===== src/rtl/sdram_arb2_if.sv =====
// Bundle of the two core-side request ports and the SDRAM controller strobe/ready side.
// slave: the arbiter's view; master: the environment (masters plus controller).
interface sdram_arb2_if;
  localparam int unsigned AW = 25;
  localparam int unsigned DW = 16;
  localparam int unsigned BW = 2;

  logic          req0, req1;
  logic          we0, we1;
  logic [AW-1:0] addr0, addr1;
  logic [DW-1:0] din0, din1;
  logic [BW-1:0] be0, be1;
  logic          ack0, ack1;
  logic [DW-1:0] dout0, dout1;

  logic [AW-1:0] sd_addr;
  logic [DW-1:0] sd_din;
  logic [BW-1:0] sd_wtbt;
  logic          sd_rd, sd_we;
  logic [DW-1:0] sd_dout;
  logic          sd_ready;

  modport slave (
    input  req0, req1, we0, we1, addr0, addr1, din0, din1, be0, be1,
    output ack0, ack1, dout0, dout1,
    output sd_addr, sd_din, sd_wtbt, sd_rd, sd_we,
    input  sd_dout, sd_ready
  );

  modport master (
    output req0, req1, we0, we1, addr0, addr1, din0, din1, be0, be1,
    input  ack0, ack1, dout0, dout1,
    input  sd_addr, sd_din, sd_wtbt, sd_rd, sd_we,
    output sd_dout, sd_ready
  );
endinterface


===== src/rtl/sdram_arb2.sv =====
// Round-robin two-port requester in front of the edge-triggered SDRAM controller.
// One transaction at a time; hides strobe edges, the ready guard window and read hits.
module sdram_arb2 #(
  parameter int unsigned GUARD = 2
) (
  input  logic        clk,
  input  logic        reset,
  sdram_arb2_if.slave bus
);

  localparam int unsigned GW      = 3;
  localparam logic [GW-1:0] GUARD_L = GW'(GUARD);

  typedef enum logic [1:0] {IDLE, ISSUE, WAIT, RELEASE} state_t;

  state_t        state;
  logic [GW-1:0] gcnt;
  logic          last;

  logic          win_c;
  logic          we_c;
  logic [24:0]   addr_c;
  logic [15:0]   din_c;
  logic [1:0]    be_c;

  // Winner: a lone requester wins; on a tie the port that did not go last wins.
  always_comb begin
    win_c  = (bus.req0 && bus.req1) ? ~last : bus.req1;
    we_c   = win_c ? bus.we1   : bus.we0;
    addr_c = win_c ? bus.addr1 : bus.addr0;
    din_c  = win_c ? bus.din1  : bus.din0;
    be_c   = win_c ? bus.be1   : bus.be0;
  end

  always_ff @(posedge clk or posedge reset) begin
    if (reset) begin
      state       <= IDLE;
      gcnt        <= '0;
      last        <= 1'b1;
      bus.sd_rd   <= 1'b0;
      bus.sd_we   <= 1'b0;
      bus.ack0    <= 1'b0;
      bus.ack1    <= 1'b0;
      bus.sd_addr <= '0;
      bus.sd_din  <= '0;
      bus.sd_wtbt <= '0;
      bus.dout0   <= '0;
      bus.dout1   <= '0;
    end else begin
      bus.ack0 <= 1'b0;
      bus.ack1 <= 1'b0;
      case (state)
        IDLE: begin
          // Ready low covers controller startup and work still in flight after a reset.
          if (bus.sd_ready && (bus.req0 || bus.req1)) begin
            bus.sd_addr <= addr_c;
            bus.sd_din  <= din_c;
            bus.sd_wtbt <= be_c;
            bus.sd_we   <= we_c;
            bus.sd_rd   <= ~we_c;
            last        <= win_c;
            gcnt        <= GUARD_L;
            state       <= ISSUE;
          end
        end
        ISSUE: begin
          // Ready is stale until the controller has reacted to the new edge.
          gcnt <= gcnt - GW'(1);
          if (gcnt <= GW'(1)) state <= WAIT;
        end
        WAIT: begin
          if (bus.sd_ready) begin
            bus.sd_rd <= 1'b0;
            bus.sd_we <= 1'b0;
            if (last) begin
              bus.ack1 <= 1'b1;
              if (bus.sd_rd) bus.dout1 <= bus.sd_dout;
            end else begin
              bus.ack0 <= 1'b1;
              if (bus.sd_rd) bus.dout0 <= bus.sd_dout;
            end
            state <= RELEASE;
          end
        end
        RELEASE: state <= IDLE;
        default: state <= IDLE;
      endcase
    end
  end

endmodule

===== src/flat_wrapper.sv =====
// flat-port wrapper written by rule: the top's interface ports become plain ports
module sdram_arb2_flat 
#(
  parameter int unsigned GUARD = 2
)
  (clk, reset, bus_req0, bus_req1, bus_we0, bus_we1, bus_addr0, bus_addr1, bus_din0, bus_din1, bus_be0, bus_be1, bus_ack0, bus_ack1, bus_dout0, bus_dout1, bus_sd_addr, bus_sd_din, bus_sd_wtbt, bus_sd_rd, bus_sd_we, bus_sd_dout, bus_sd_ready);
  sdram_arb2_if bus_i ();
  input  logic clk;
  input  logic reset;
  input wire logic [$bits(bus_i.req0)-1:0] bus_req0;
  input wire logic [$bits(bus_i.req1)-1:0] bus_req1;
  input wire logic [$bits(bus_i.we0)-1:0] bus_we0;
  input wire logic [$bits(bus_i.we1)-1:0] bus_we1;
  input wire logic [$bits(bus_i.addr0)-1:0] bus_addr0;
  input wire logic [$bits(bus_i.addr1)-1:0] bus_addr1;
  input wire logic [$bits(bus_i.din0)-1:0] bus_din0;
  input wire logic [$bits(bus_i.din1)-1:0] bus_din1;
  input wire logic [$bits(bus_i.be0)-1:0] bus_be0;
  input wire logic [$bits(bus_i.be1)-1:0] bus_be1;
  output wire logic [$bits(bus_i.ack0)-1:0] bus_ack0;
  output wire logic [$bits(bus_i.ack1)-1:0] bus_ack1;
  output wire logic [$bits(bus_i.dout0)-1:0] bus_dout0;
  output wire logic [$bits(bus_i.dout1)-1:0] bus_dout1;
  output wire logic [$bits(bus_i.sd_addr)-1:0] bus_sd_addr;
  output wire logic [$bits(bus_i.sd_din)-1:0] bus_sd_din;
  output wire logic [$bits(bus_i.sd_wtbt)-1:0] bus_sd_wtbt;
  output wire logic [$bits(bus_i.sd_rd)-1:0] bus_sd_rd;
  output wire logic [$bits(bus_i.sd_we)-1:0] bus_sd_we;
  input wire logic [$bits(bus_i.sd_dout)-1:0] bus_sd_dout;
  input wire logic [$bits(bus_i.sd_ready)-1:0] bus_sd_ready;
  assign bus_i.req0 = bus_req0;
  assign bus_i.req1 = bus_req1;
  assign bus_i.we0 = bus_we0;
  assign bus_i.we1 = bus_we1;
  assign bus_i.addr0 = bus_addr0;
  assign bus_i.addr1 = bus_addr1;
  assign bus_i.din0 = bus_din0;
  assign bus_i.din1 = bus_din1;
  assign bus_i.be0 = bus_be0;
  assign bus_i.be1 = bus_be1;
  assign bus_ack0 = bus_i.ack0;
  assign bus_ack1 = bus_i.ack1;
  assign bus_dout0 = bus_i.dout0;
  assign bus_dout1 = bus_i.dout1;
  assign bus_sd_addr = bus_i.sd_addr;
  assign bus_sd_din = bus_i.sd_din;
  assign bus_sd_wtbt = bus_i.sd_wtbt;
  assign bus_sd_rd = bus_i.sd_rd;
  assign bus_sd_we = bus_i.sd_we;
  assign bus_i.sd_dout = bus_sd_dout;
  assign bus_i.sd_ready = bus_sd_ready;
  sdram_arb2 #(.GUARD(GUARD)) u_core (.clk(clk), .reset(reset), .bus(bus_i));
endmodule

===== config.mk =====
export PLATFORM = sky130hd
export DESIGN_NAME = sdram_arb2_flat
export DESIGN_NICKNAME = d
export VERILOG_FILES = /design/src/rtl/sdram_arb2_if.sv /design/src/rtl/sdram_arb2.sv /design/src/flat_wrapper.sv
export SDC_FILE = /design/constraint.sdc
export NUM_CORES = 1
export LEC_CHECK = 0
export CAP_MARGIN = 40
export CORE_ASPECT_RATIO = 1.75
export CORE_UTILIZATION = 35
export DETAILED_ROUTE_END_ITERATION = 16
export PLACE_DENSITY = 0.81
export SLEW_MARGIN = 10
export SYNTH_ARGS = -nofsm -noshare
export SYNTH_HDL_FRONTEND = slang
export SYNTH_SLANG_ARGS = --single-unit

===== constraint.sdc =====
create_clock -name clk -period 5.7 [get_ports clk]
set_input_delay 0.57 -clock clk [delete_from_list [all_inputs] [get_ports clk]]
set_output_delay 0.57 -clock clk [all_outputs]
set_load 0.01 [all_outputs]

* Yosys cells after proc, flatten, opt, wreduce, memory -nomap -nowiden *
Cells that the tools add are included.

storage, ports and cells
  register bits = 85
  latch bits = 0
  bits in writable memories = 0
  ROM bits = 0
  output and inout port bits = 79
  logic and storage cells = 56
  memories kept = 0

operators by class
  $add $sub $neg = 1
  multipliers = 0
  div/mod/pow operators = 0
  order comparisons = 1
  equal/unequal tests = 6
  shift-type cells = 0
  multiplexer cells = 22
  bitwise gates (word level) = 2
  reduce and logical (&&, ||, !) cells = 12

operators with widths
  cell                                                                     number
  25-bit two-way mux                                                       1
  16-bit two-way mux                                                       1
  1-bit two-way mux                                                        11
  2-bit two-way mux                                                        4
  2-bit one-hot mux with 4 select lines                                    1
  4-bit AND reduction                                                      2
  3-bit one-hot mux with 2 select lines                                    1
  3-bit AND reduction                                                      2
  2-bit == test, second input constant                                     2
  2-bit by 1-bit inequality test with 1-bit output, second input constant  2
  1-bit one-hot mux with 2 select lines                                    2
  2-bit AND reduction                                                      2
  2-bit nonzero test                                                       2
  3-bit by 1-bit <= comparator with 1-bit output, second input constant    1
  3-bit two-way mux                                                        1
  3-bit by 1-bit subtractor with 3-bit output, second input constant       1
  2-bit by 1-bit == test with 1-bit output, second input constant          1
  1-bit logical AND                                                        2
  2-bit logical NOT                                                        1
  2-bit inequality test, second input constant                             1
  1-bit inverter                                                           2
  1-bit logical OR                                                         1

* Longest topological paths before layout *
Gate-level depths: netlist of the first run.

  depth in word-level cells = 6
  mapped depth = 7
  gate-level depth less buffers = 6

* Least setup slack after synthesis of the first run *
Ideal clock, no wire load.

  path type = reg2reg
  start = reg u_core.state[0]
  end = reg u_core.bus.dout1[0]
  setup time = 0.125 ns
  arrival = 1.489 ns
  data required time = 5.575 ns
  slack = 4.086 ns
  cell stages (with the launch flop) = 7
  path buffers = 1
  path through = dfrtp_1 inv_1 ha_1 and3_4 nand2_4 buf_6 mux2_4

on the way
  longest elaborated chain between the ends = 2

RTL lines
  item                           RTL line             text
  start: declaration             sdram_arb2.sv:16     state_t state;
  start signal: assignment       sdram_arb2.sv:37     state <= IDLE;
  start signal: assignment       sdram_arb2.sv:63     state <= ISSUE;
  start signal: assignment       sdram_arb2.sv:69     if (gcnt <= GW'(1)) state <= WAIT;
  2-bit == test                  sdram_arb2.sv:52     case (state)
  4-bit AND reduction (no line)  n/a
  end signal: assignment         sdram_arb2.sv:77     if (bus.sd_rd) bus.dout1 <= bus.sd_dout;
  end: declaration               sdram_arb2_if.sv:25  output ack0, ack1, dout0, dout1,

No other way between the ends.
A chain may end at the register's enable or synchronous reset.

* Final worst setup path of the first run *
  start = in bus_req1
  end = reg u_core.bus.sd_we

on the way
  longest elaborated chain between the ends = 5
  elaborated cells between the ends (all ways) = 9

RTL lines
  item                                   RTL line             text
  start: declaration                     flat_wrapper.sv:11   input wire logic [$bits(bus_i.req1)-1:0] bus_req1;
  1-bit logical AND                      sdram_arb2.sv:28     win_c = (bus.req0 && bus.req1) ? ~last : bus.req1;
  1-bit two-way mux                      sdram_arb2.sv:28
  1-bit two-way mux                      sdram_arb2.sv:29     we_c = win_c ? bus.we1 : bus.we0;
  1-bit two-way mux                      sdram_arb2.sv:55     if (bus.sd_ready && (bus.req0 || bus.req1)) begin
  1-bit one-hot mux with 2 select lines  sdram_arb2.sv:52
  end signal: assignment                 sdram_arb2.sv:59     bus.sd_we <= we_c;
  end: declaration                       sdram_arb2_if.sv:26  output sd_addr, sd_din, sd_wtbt, sd_rd, sd_we,

Several ways; a longest one is shown, not always the timed one. The select of a mux whose other input is x is not followed.

==> metrics.md, run 1 <==
| Metric | Value |
|---|---|
| Top cells by area, synth | dfrtp_1 55%, mux2i_1 12%, mux2_4 7.9% |
| Peak supply drop | 246.0 uV |
| Placer Congestion | 0.7909 |
| Root buf cell | clkbuf_16 |
| Post-layout util | 58.04% |
| Worst R2R Setup Slack | 3.83 ns |
| Register bit total from synthesis | 85 |
| Post-CTS Setup Bufs | 0 |
| WS Path Type | in -> reg |
| Most common cell after layout, fill and taps aside | clkdlybuf4s50_1 |
| Fill cells | 917 |
| Total power | 2.895 mW |
| Setup slack at placement | 2.999 ns |
| Maximum level of the CTS H-tree | 3 |
| RR Startpoint | u_core.state[1] |
| RSZ-0062 raised after global routing | false |
| Switching Power | 0.9209 mW |
| Final setup vio count | 0 |
| First-pass GRT wire length | 15170 um |
| Final wirelength | 9998 um |
| Final setup TNS | 0 ns |
| Final WS setup | 3.412 ns |
| P_leak | 2.847 nW |
| Most frequent cells in the layout | 187 x clkdlybuf4s50_1, 84 x dfrtp_1, 45 x mux2i_1, 45 x nand2_1, 37 x o21ai_0 |
| Design Area, Final | 6172 um^2 |
| Req. time, crit path | 5.92 ns |
| Post-synth EDFFs | 0 |
| Clock power share | 20.4% |
| CTS tree | built |
| Primary FF master, synth | dfrtp_1 |
| Sequential Power Share | 35.6% |
| GR Util All Layers | 17.91% |
| Diodes inserted | 0 |
| Area after DPL | 5867 um^2 |
| Core Box Area | 10640 um^2 |
| Cell taking the most area after synthesis | dfrtp_1 |
| Critical path's slowest cell | clkdlybuf4s50_1 |
| IO Port Bufs | 187 |
| Int Pwr | 1.974 mW |
| Fin Hold WS | 0.4789 ns |
| Max Root-Sink Buffers | 2 |
| Fraction of layout cells with a size suffix above 1 | 12.95% |
| CTS buffer count | 9 |
| Initial core utilization | 35.96% |
| Post-DP HPWL | 7810 um |
| Dpl cells | 616 |
| Synthesized area | 3825 um^2 |
| Type of origin of the critical path | input pin |
| CP Capture Type | flop |
| Congestion Overflow GR | 0 |
| Critical Path Start | bus_req1 |
| Rows | 50 |
| Min-delay src | u_core.bus.sd_addr[11] |
| Max Fclk | 437.1 MHz |
| Cell variety after synth | 33 |
| Crit path time final | 2.288 ns |
| Synth Instances | 309 |
| Vias per cell | 4.788 |
| Yosys warnings | 0 |
| Post-Syn Nets | 424 |
| Cells along the critical path | clkdlybuf4s50_1, a21boi_4, buf_4, mux2i_1, nor3_1, a21o_1 |
| CTS clk-pin slew, worst paths | 0.06 ns |
| Post-synthesis sequential area ratio | 55.64% |
| Rel. slew slack | 67.73% |
| Cts hold-fix bufs | 0 |
| DRT iter0 DRCs | 96 |
| Crit path max fanout | 24 |
| DR vias | 3026 |
| Post-CTS sizing | 0 |
| Clk sinks | 85 |
| Arr. time, crit path | 2.51 ns |
| ANT nets after route | 0 |
| Vias in the first global route | 3071 |
| Post-Layout Cell Count | 632 |
| Initial antenna violation count | 0 |
| Max Cap Violations | 0 |
| Synth top area share | 54.96% |
| I/O pin count | 188 |
| DR WL/cell | 15.82 um |
| Status | complete, no violations |
| Clock Latency Late Sink | 0.33 ns |
| Net count, final | 612 |
| DR pass1 iterations | 4 |
| Pwr/cell area | 469.0 nW/um^2 |
| Switching fraction of total power | 31.81% |
| Avg Cell Area, Syn | 12.38 um^2 |
| Worst Tran Pin Value | 0.4840 ns |
| Total die area | 11370 um^2 |
| Fin. Hold Viols | 0 |
| Synth async-reset ratio | 100.0% |
| Final worst clock skew | 0.008807 ns |
| Synthesis-to-finish area growth | 61.37% |
| Die width | 81.03 um |
| Max-slew violations | 0 |
| Final period util | 40.14% |
| Logic pwr share | 44.1% |
| DR DRC count | 0 |
| Largest net degree at the start of global routing | 51 |
| CP peak stage delay | 0.57 ns |
| Hold Path Class | reg -> reg |
| Die height | 140.3 um |
worst max-delay path, delay by kind of cell:
kind / cells / cell delay (ns)
simple gates: 1 / 0.07
mux: 1 / 0.30
buf+inv: 2 / 1.01
compound gates: 2 / 0.55
cells by family after synthesis:
logic type,after synthesis,share of synthesized area (%)
flops,85,55.64
mux,79,23.75
simple gates,60,6.804
compound gates,56,8.047
buf+inv,23,3.795
fa+ha+maj,6,1.963
layout make-up:
cell class	count	area, um^2	area share [%]
Clock buffer	9	225.2	3.649
Tap cell	130	162.7	2.635
Sequential cell	85	2128	34.48
Clock inverter	7	80.08	1.297
Inverter	7	27.53	0.4460
Multi-Input combinational cell	201	1572	25.46
Timing Repair Buffer	193	1977	32.03
synth_stat cells (5+ instances only):
| master | instances |
|---|---|
| dfrtp_1 | 84 |
| inv_1 | 7 |
| o21ai_0 | 37 |
| mux2_2 | 14 |
| buf_6 | 5 |
| o21ai_1 | 9 |
| nand2_1 | 45 |
| ha_1 | 6 |
| mux2i_1 | 45 |
| mux2_4 | 20 |
| nor2_1 | 5 |
| clkbuf_1 | 8 |
power by group through the flow:
| stage | sequential (mW) | combinational (mW) | clock (mW) |
|---|---|---|---|
| after floorplan | 1.14 | 0.462 | 0 |
| after CTS | 1.03 | 1.29 | 0.605 |
| after global placement | 1.02 | 1.23 | 0 |
| after detailed placement | 1.04 | 1.29 | 0 |
| final | 1.03 | 1.28 | 0.590 |
| after global routing | 1.06 | 1.38 | 0.632 |
flip-flops by register name (all words and copies together) (netlist names):
name                cells
u_core.bus.ack0         1
u_core.last             1
u_core.bus.ack1         1
u_core.bus.sd_addr     25
u_core.bus.sd_din      16
u_core.gcnt             3
u_core.bus.dout0       16
u_core.bus.sd_rd        1
u_core.state            2
u_core.bus.sd_wtbt      2
u_core.bus.dout1       16
u_core.bus.sd_we        1
per-layer routing:
metal | vias up | global-route usage [%] | routed length, um | part of all wire, %
met5 | - | 0 | 0 | 0
met4 | 0 | 8.647 | 337 | 3.4
met3 | 23 | 4.495 | 563 | 5.6
met2 | 117 | 31.89 | 5401 | 54
met1 | 1441 | 19.02 | 3695 | 37
li1 | 1445 | - | - | -
final timing paths:
check	to	cells after the start
hold / removal	u_core.bus.sd_addr[11]	2
max in group asynchronous	u_core.bus.dout0[14]	4
setup reg to reg	u_core.last	5
hold reg to reg	u_core.bus.sd_addr[11]	2
setup / recovery	u_core.bus.sd_we	6
min in group asynchronous	u_core.bus.sd_rd	3
(Power assumes the default switching activity.)
==> run 2: changes to the inputs <==
--- a/config.mk
+++ b/config.mk
@@ -9,7 +9,7 @@
 export CORE_ASPECT_RATIO = 1.75
 export CORE_UTILIZATION = 35
 export DETAILED_ROUTE_END_ITERATION = 16
-export PLACE_DENSITY = 0.81
+export PLACE_DENSITY = 0.84
 export SLEW_MARGIN = 10
 export SYNTH_ARGS = -nofsm -noshare
 export SYNTH_HDL_FRONTEND = slang
==> constraint.sdc (replaced) <==
create_clock -name clk -period 2.1 [get_ports clk]
set_input_delay 0.21 -clock clk [delete_from_list [all_inputs] [get_ports clk]]
set_output_delay 0.21 -clock clk [all_outputs]
set_load 0.01 [all_outputs]
==> metrics.md, run 2 (synthesis results as in run 1) <==
| Metric | Value |
|---|---|
| Status | complete, no violations (unchanged) |
| First-pass GRT wire length | 15670 um (was 15170 um) |
| Post-DP HPWL | 7694 um (was 7810 um) |
| Cts hold-fix bufs | 0 (unchanged) |
| Path depth of the worst reg2reg path | 5 (unchanged) |
| Max Fclk | 557.3 MHz |
| Final setup vio count | 0 (unchanged) |
| Biggest register | u_core.bus.sd_addr (unchanged) |
| Hold Path Class | in -> async (was reg -> reg) |
| I/O pin count | 188 (unchanged) |
| Area after DPL | 5872 um^2 (was 5867 um^2) |
| Most common cell after layout, fill and taps aside | clkdlybuf4s50_1 (unchanged) |
| P_leak | 2.875 nW (was 2.847 nW) |
| Req. time, crit path | 2.31 ns (was 5.92 ns) |
| Crit path max fanout | 16 (was 24) |
| Post-CTS Setup Bufs | 0 (unchanged) |
| Final setup TNS | 0 ns (unchanged) |
| Maximum level of the CTS H-tree | 3 (unchanged) |
| DRT iter0 DRCs | 41 (was 96) |
| Final WS setup | 0.3055 ns (was 3.412 ns) |
| CTS tree | built (unchanged) |
| CTS clk-pin slew, worst paths | 0.06 ns (about the same) |
| DR DRC count | 0 (unchanged) |
| Peak supply drop | 863.0 uV (was 246.0 uV) |
| Design Area, Final | 6243 um^2 (was 6172 um^2) |
| CTS buffer count | 9 (unchanged) |
| Die height | 140.3 um (unchanged) |
| Largest register FFs | 25 (unchanged) |
| DR pass1 iterations | 4 (unchanged) |
| Synthesis-to-finish area growth | 63.23% (was 61.37%) |
| Net count, final | 612 (unchanged) |
| Max Root-Sink Buffers | 2 (unchanged) |
| Core Box Area | 10640 um^2 (unchanged) |
| FF-to-FF End | u_core.bus.dout1[8] (was u_core.last) |
| Setup slack at placement | 0.2604 ns (was 2.999 ns) |
| Rows | 50 (unchanged) |
| Type of origin of the critical path | flop (was input pin) |
| GR Util All Layers | 18.15% (was 17.91%) |
| Max-slew violations | 0 (unchanged) |
| DR vias | 3041 (was 3026) |
| Largest net degree at the start of global routing | 86 (was 51) |
| Root buf cell | clkbuf_16 (unchanged) |
| Final worst clock skew | 0.007051 ns (was 0.008807 ns) |
| IO Port Bufs | 187 (unchanged) |
| Arr. time, crit path | 2.00 ns (was 2.51 ns) |
| Clock Latency Late Sink | 0.33 ns (about the same) |
| RR Startpoint | u_core.state[0] (was u_core.state[1]) |
| Fin. Hold Viols | 0 (unchanged) |
| Worst Tran Pin Value | 0.4867 ns (was 0.4840 ns) |
| Total die area | 11370 um^2 (unchanged) |
| Fraction of layout cells with a size suffix above 1 | 12.95% (unchanged) |
| Post-CTS sizing | 0 (unchanged) |
| Pwr/cell area | 1312 nW/um^2 (was 469.0 nW/um^2) |
| CP Capture Type | flop (unchanged) |
| DR WL/cell | 15.65 um (was 15.82 um) |
| Die width | 81.03 um (unchanged) |
| Most frequent cells in the layout | 187 x clkdlybuf4s50_1, 84 x dfrtp_1, 45 x mux2i_1, 45 x nand2_1, 37 x o21ai_0 (unchanged) |
| Clk sinks | 85 (unchanged) |
| Vias in the first global route | 3297 (was 3071) |
| Initial core utilization | 35.96% (unchanged) |
| Final wirelength | 9888 um (was 9998 um) |
| Vias per cell | 4.812 (was 4.788) |
| ANT nets after route | 0 (unchanged) |
| RSZ-0062 raised after global routing | false (unchanged) |
| WS Path Type | reg -> reg (was in -> reg) |
| Worst R2R Setup Slack | 0.31 ns (was 3.83 ns) |
| Placer Congestion | 0.7708 (was 0.7909) |
| Initial antenna violation count | 0 (unchanged) |
| Diodes inserted | 0 (unchanged) |
| Congestion Overflow GR | 0 (unchanged) |
| Max Cap Violations | 0 (unchanged) |
| Crit path time final | 1.794 ns |
| Final period util | 85.45% |
| Rel. slew slack | 67.56% (was 67.73%) |
-- run 2: cell count changes in the layout (fill, tap and decap cells not counted), sizes merged --
cell / delta
bufinv: +3
clkinv: -2
inv: -2
clkinvlp: +1
-- run 2: worst max-delay path by stage --
stage                             endpoint            start  slack, ns  cells past startpoint
finish                 u_core.bus.dout1[8]  u_core.state[0]       0.31                      5
global route           u_core.bus.dout0[6]  u_core.state[0]       0.21                      6
CTS                    u_core.bus.dout0[6]  u_core.state[0]       0.32                      6
detailed placement  u_core.bus.sd_addr[24]         bus_req1       0.26                      5
global placement     u_core.bus.sd_din[14]         bus_req1       0.32                      5
floorplan              u_core.bus.dout1[0]  u_core.state[0]       0.49                      6
-- run 2: cell type report --
| type | instances | area, um^2 |
|---|---|---|
| timing repair buffer | 193 | 1979 |
| tap | 130 | 162.7 |
| inverter | 7 | 30.03 |
| clock inverter | 7 | 146.4 |
| sequential | 85 | 2128 |
| fill | 910 | 4392 |
| clock buffer | 9 | 225.2 |
| multi-input combinational | 201 | 1572 |
-- run 2: per-layer routing --
metal	global-route usage [%]	part of all wire, %
met5	0	0
met4	7.989	3.2
met3	3.844	5.5
met2	31.93	54
met1	20.43	38
-- run 2: critical path, cell delays in order (launching register included) --
cell	delay, ns
dfrtp_1	0.40
inv_1	0.13
ha_1	0.35
and3_4	0.26
nand2_4	0.17
mux2_4	0.36
-- run 2: stage by stage --
stage	total power, mW	cells	hold slack, ns	util, %
after floorplan	4.346	309	0.3492	-
after global placement	6.165	616	0.4640	55.21
after detailed placement	6.339	616	0.4702	55.21
after CTS	8.309	632	0.3827	58.71
after global routing	8.714	632	0.3748	58.71
final	8.194	632	0.3275	58.71
-- run 2: report_power, final --
| part | leakage, nW | switching [mW] | internal [mW] | total (mW) |
|---|---|---|---|---|
| Combinational | 1.61 | 1.40 | 2.05 | 3.45 |
| Sequential | 1.09 | 0.432 | 2.38 | 2.81 |
| Clock | 0.174 | 0.639 | 1.29 | 1.93 |
==> run 3: changes to the inputs <==
--- a/config.mk
+++ b/config.mk
@@ -10,6 +10,7 @@
 export CORE_UTILIZATION = 35
 export DETAILED_ROUTE_END_ITERATION = 16
 export PLACE_DENSITY = 0.84
+export REMOVE_ABC_BUFFERS = 1
 export SLEW_MARGIN = 10
 export SYNTH_ARGS = -nofsm -noshare
 export SYNTH_HDL_FRONTEND = slang
==> metrics.md, run 3 (synthesis results as in run 1) <==
| Metric | Value |
|---|---|
| Status | complete, no violations (unchanged) |
| Total die area | 11370 um^2 (unchanged) |
| Post-CTS Setup Bufs | 0 (unchanged) |
| Pwr/cell area | 1266 nW/um^2 (was 1312 nW/um^2) |
| Max Root-Sink Buffers | 2 (unchanged) |
| Core Box Area | 10640 um^2 (unchanged) |
| Initial antenna violation count | 0 (unchanged) |
| Fill cells | 922 (was 910) |
| DR WL/cell | 15.22 um (was 15.65 um) |
| Root buf cell | clkbuf_16 (unchanged) |
| DR vias | 3012 (was 3041) |
| Synthesis-to-finish area growth | 61.01% (was 63.23%) |
| Final wirelength | 9650 um (was 9888 um) |
| Hold Path Class | in -> async (unchanged) |
| Max Fclk | 578.7 MHz (was 557.3 MHz) |
| Net count, final | 614 (was 612) |
| Max-slew violations | 0 (unchanged) |
| Fin Hold WS | 0.2074 ns (was 0.3275 ns) |
| Post-CTS sizing | 0 (unchanged) |
| Dpl cells | 618 (was 616) |
| Die width | 81.03 um (unchanged) |
| WS Path Type | reg -> reg (unchanged) |
| Die height | 140.3 um (unchanged) |
| IO Port Bufs | 187 (unchanged) |
| Clock Latency Late Sink | 0.33 ns (about the same) |
| ANT nets after route | 0 (unchanged) |
| Crit path time final | 1.728 ns (was 1.794 ns) |
| Final setup vio count | 0 (unchanged) |
| Rel. slew slack | 69.15% (was 67.56%) |
| Biggest register | u_core.bus.sd_addr (unchanged) |
| CTS tree | built (unchanged) |
| First-pass GRT wire length | 15460 um (was 15670 um) |
| Diodes inserted | 0 (unchanged) |
| Post-DP HPWL | 7415 um (was 7694 um) |
| Fin. Hold Viols | 0 (unchanged) |
| GR Util All Layers | 17.83% (was 18.15%) |
| RSZ-0062 raised after global routing | false (unchanged) |
| Most frequent cells in the layout | 187 x clkdlybuf4s50_1, 84 x dfrtp_1, 45 x mux2i_1, 45 x nand2_1, 37 x o21ai_0 (unchanged) |
| Largest register FFs | 25 (unchanged) |
| Max Cap Violations | 0 (unchanged) |
| Design Area, Final | 6158 um^2 (was 6243 um^2) |
| Final period util | 82.28% (was 85.45%) |
| Peak supply drop | 754.5 uV (was 863.0 uV) |
| Req. time, crit path | 2.31 ns (about the same) |
| Fraction of layout cells with a size suffix above 1 | 13.29% (was 12.95%) |
| Post-layout util | 57.91% (was 58.71%) |
| Congestion Overflow GR | 0 (unchanged) |
| Rows | 50 (unchanged) |
| Largest net degree at the start of global routing | 63 (was 86) |
| Placer Congestion | 0.7924 (was 0.7708) |
| Clk sinks | 85 (unchanged) |
| Critical path's slowest cell | dfrtp_1 (unchanged) |
| Most common cell after layout, fill and taps aside | clkdlybuf4s50_1 (unchanged) |
| Final worst clock skew | 0.008210 ns (was 0.007051 ns) |
| CP peak stage delay | 0.38 ns (was 0.40 ns) |
| DR pass1 iterations | 4 (unchanged) |
| CP Capture Type | flop (unchanged) |
| Area after DPL | 5859 um^2 (was 5872 um^2) |
| Maximum level of the CTS H-tree | 3 (unchanged) |
| Type of origin of the critical path | flop (unchanged) |
| Cells along the critical path | inv_1, ha_1, nand2_2, nor2_2, nand2_4, mux2_4 (was inv_1, ha_1, and3_4, nand2_4, mux2_4) |
| Vias per cell | 4.751 (was 4.812) |
| Initial core utilization | 35.96% (unchanged) |
| P_leak | 2.849 nW (was 2.875 nW) |
| CTS buffer count | 9 (unchanged) |
| CTS clk-pin slew, worst paths | 0.06 ns (about the same) |
| Arr. time, crit path | 1.94 ns (was 2.00 ns) |
| Cts hold-fix bufs | 0 (unchanged) |
| Post-Layout Cell Count | 634 (was 632) |
| I/O pin count | 188 (unchanged) |
| Crit path max fanout | 16 (unchanged) |
| DRT iter0 DRCs | 74 (was 41) |
| DR DRC count | 0 (unchanged) |
| Vias in the first global route | 3308 (was 3297) |
| Worst Tran Pin Value | 0.4622 ns (was 0.4867 ns) |
run 3: cell types whose count changed in the layout (fill, tap and decap cells not counted), sizes merged:
| cell | change |
|---|---|
| clkinv | +4 |
| bufinv | -3 |
| buf | +2 |
| clkinvlp | -2 |
| inv | +1 |
run 3: final timing paths:
path,from,end,slack [ns],cells after the start
max,u_core.state[0],u_core.bus.dout0[5],0.37,6
max in group asynchronous,reset,u_core.last,1.23,3
min reg2reg,u_core.bus.sd_addr[4],u_core.bus.sd_addr[4],0.48,2
max reg2reg,u_core.state[0],u_core.bus.dout0[5],0.37,6
min,reset,u_core.bus.dout0[0],0.21,2
min in group clk,u_core.bus.sd_addr[4],u_core.bus.sd_addr[4],0.48,2
run 3: per-layer routing:
layer	GRT usage, %	wire, um	vias up
met4	7.707	244	0
met3	4.169	592	20
met2	32.82	5330	124
met1	18.50	3482	1418
met5	0	0	-
li1	-	-	1450
run 3: critical path: cells and delay by family, from the launching register on:
kind                     cells  cell delay [ns]
multiplexers                 1             0.36
adder cells (fa/ha/maj)      1             0.31
AND/OR/NAND/NOR              3             0.42
buffers and inverters        1             0.12
flip-flops                   1             0.38
run 3: report_power, final:
group | internal [mW] | switching (mW) | total [mW] | leakage [nW]
registers | 2.38 | 0.428 | 2.81 | 1.09
clock network | 0.927 | 0.641 | 1.57 | 0.146
logic | 2.04 | 1.38 | 3.42 | 1.61
total | 5.34 | 2.45 | 7.80 | 2.85
run 3: layout make-up:
class                           instances  area, um^2  area share (%)
Timing Repair Buffer                  195        1969           31.98
Inverter                                7       27.53          0.4470
Sequential cell                        85        2128           34.56
Clock buffer                            9       225.2           3.657
Multi-Input combinational cell        201        1572           25.52
Clock inverter                          7       73.82           1.199
Tap cell                              130       162.7           2.641
run 3: through the flow:
step | setup WS (ns) | TNS (ns) | power [mW]
global route | 0.2243 | 0 | 8.300
finish | 0.3721 | 0 | 7.795
detailed placement | 0.2556 | 0 | 6.276
global placement | 0.3281 | 0 | 6.122
floorplan | -2.009 | -111.68 | 4.334
CTS | 0.3626 | 0 | 7.886
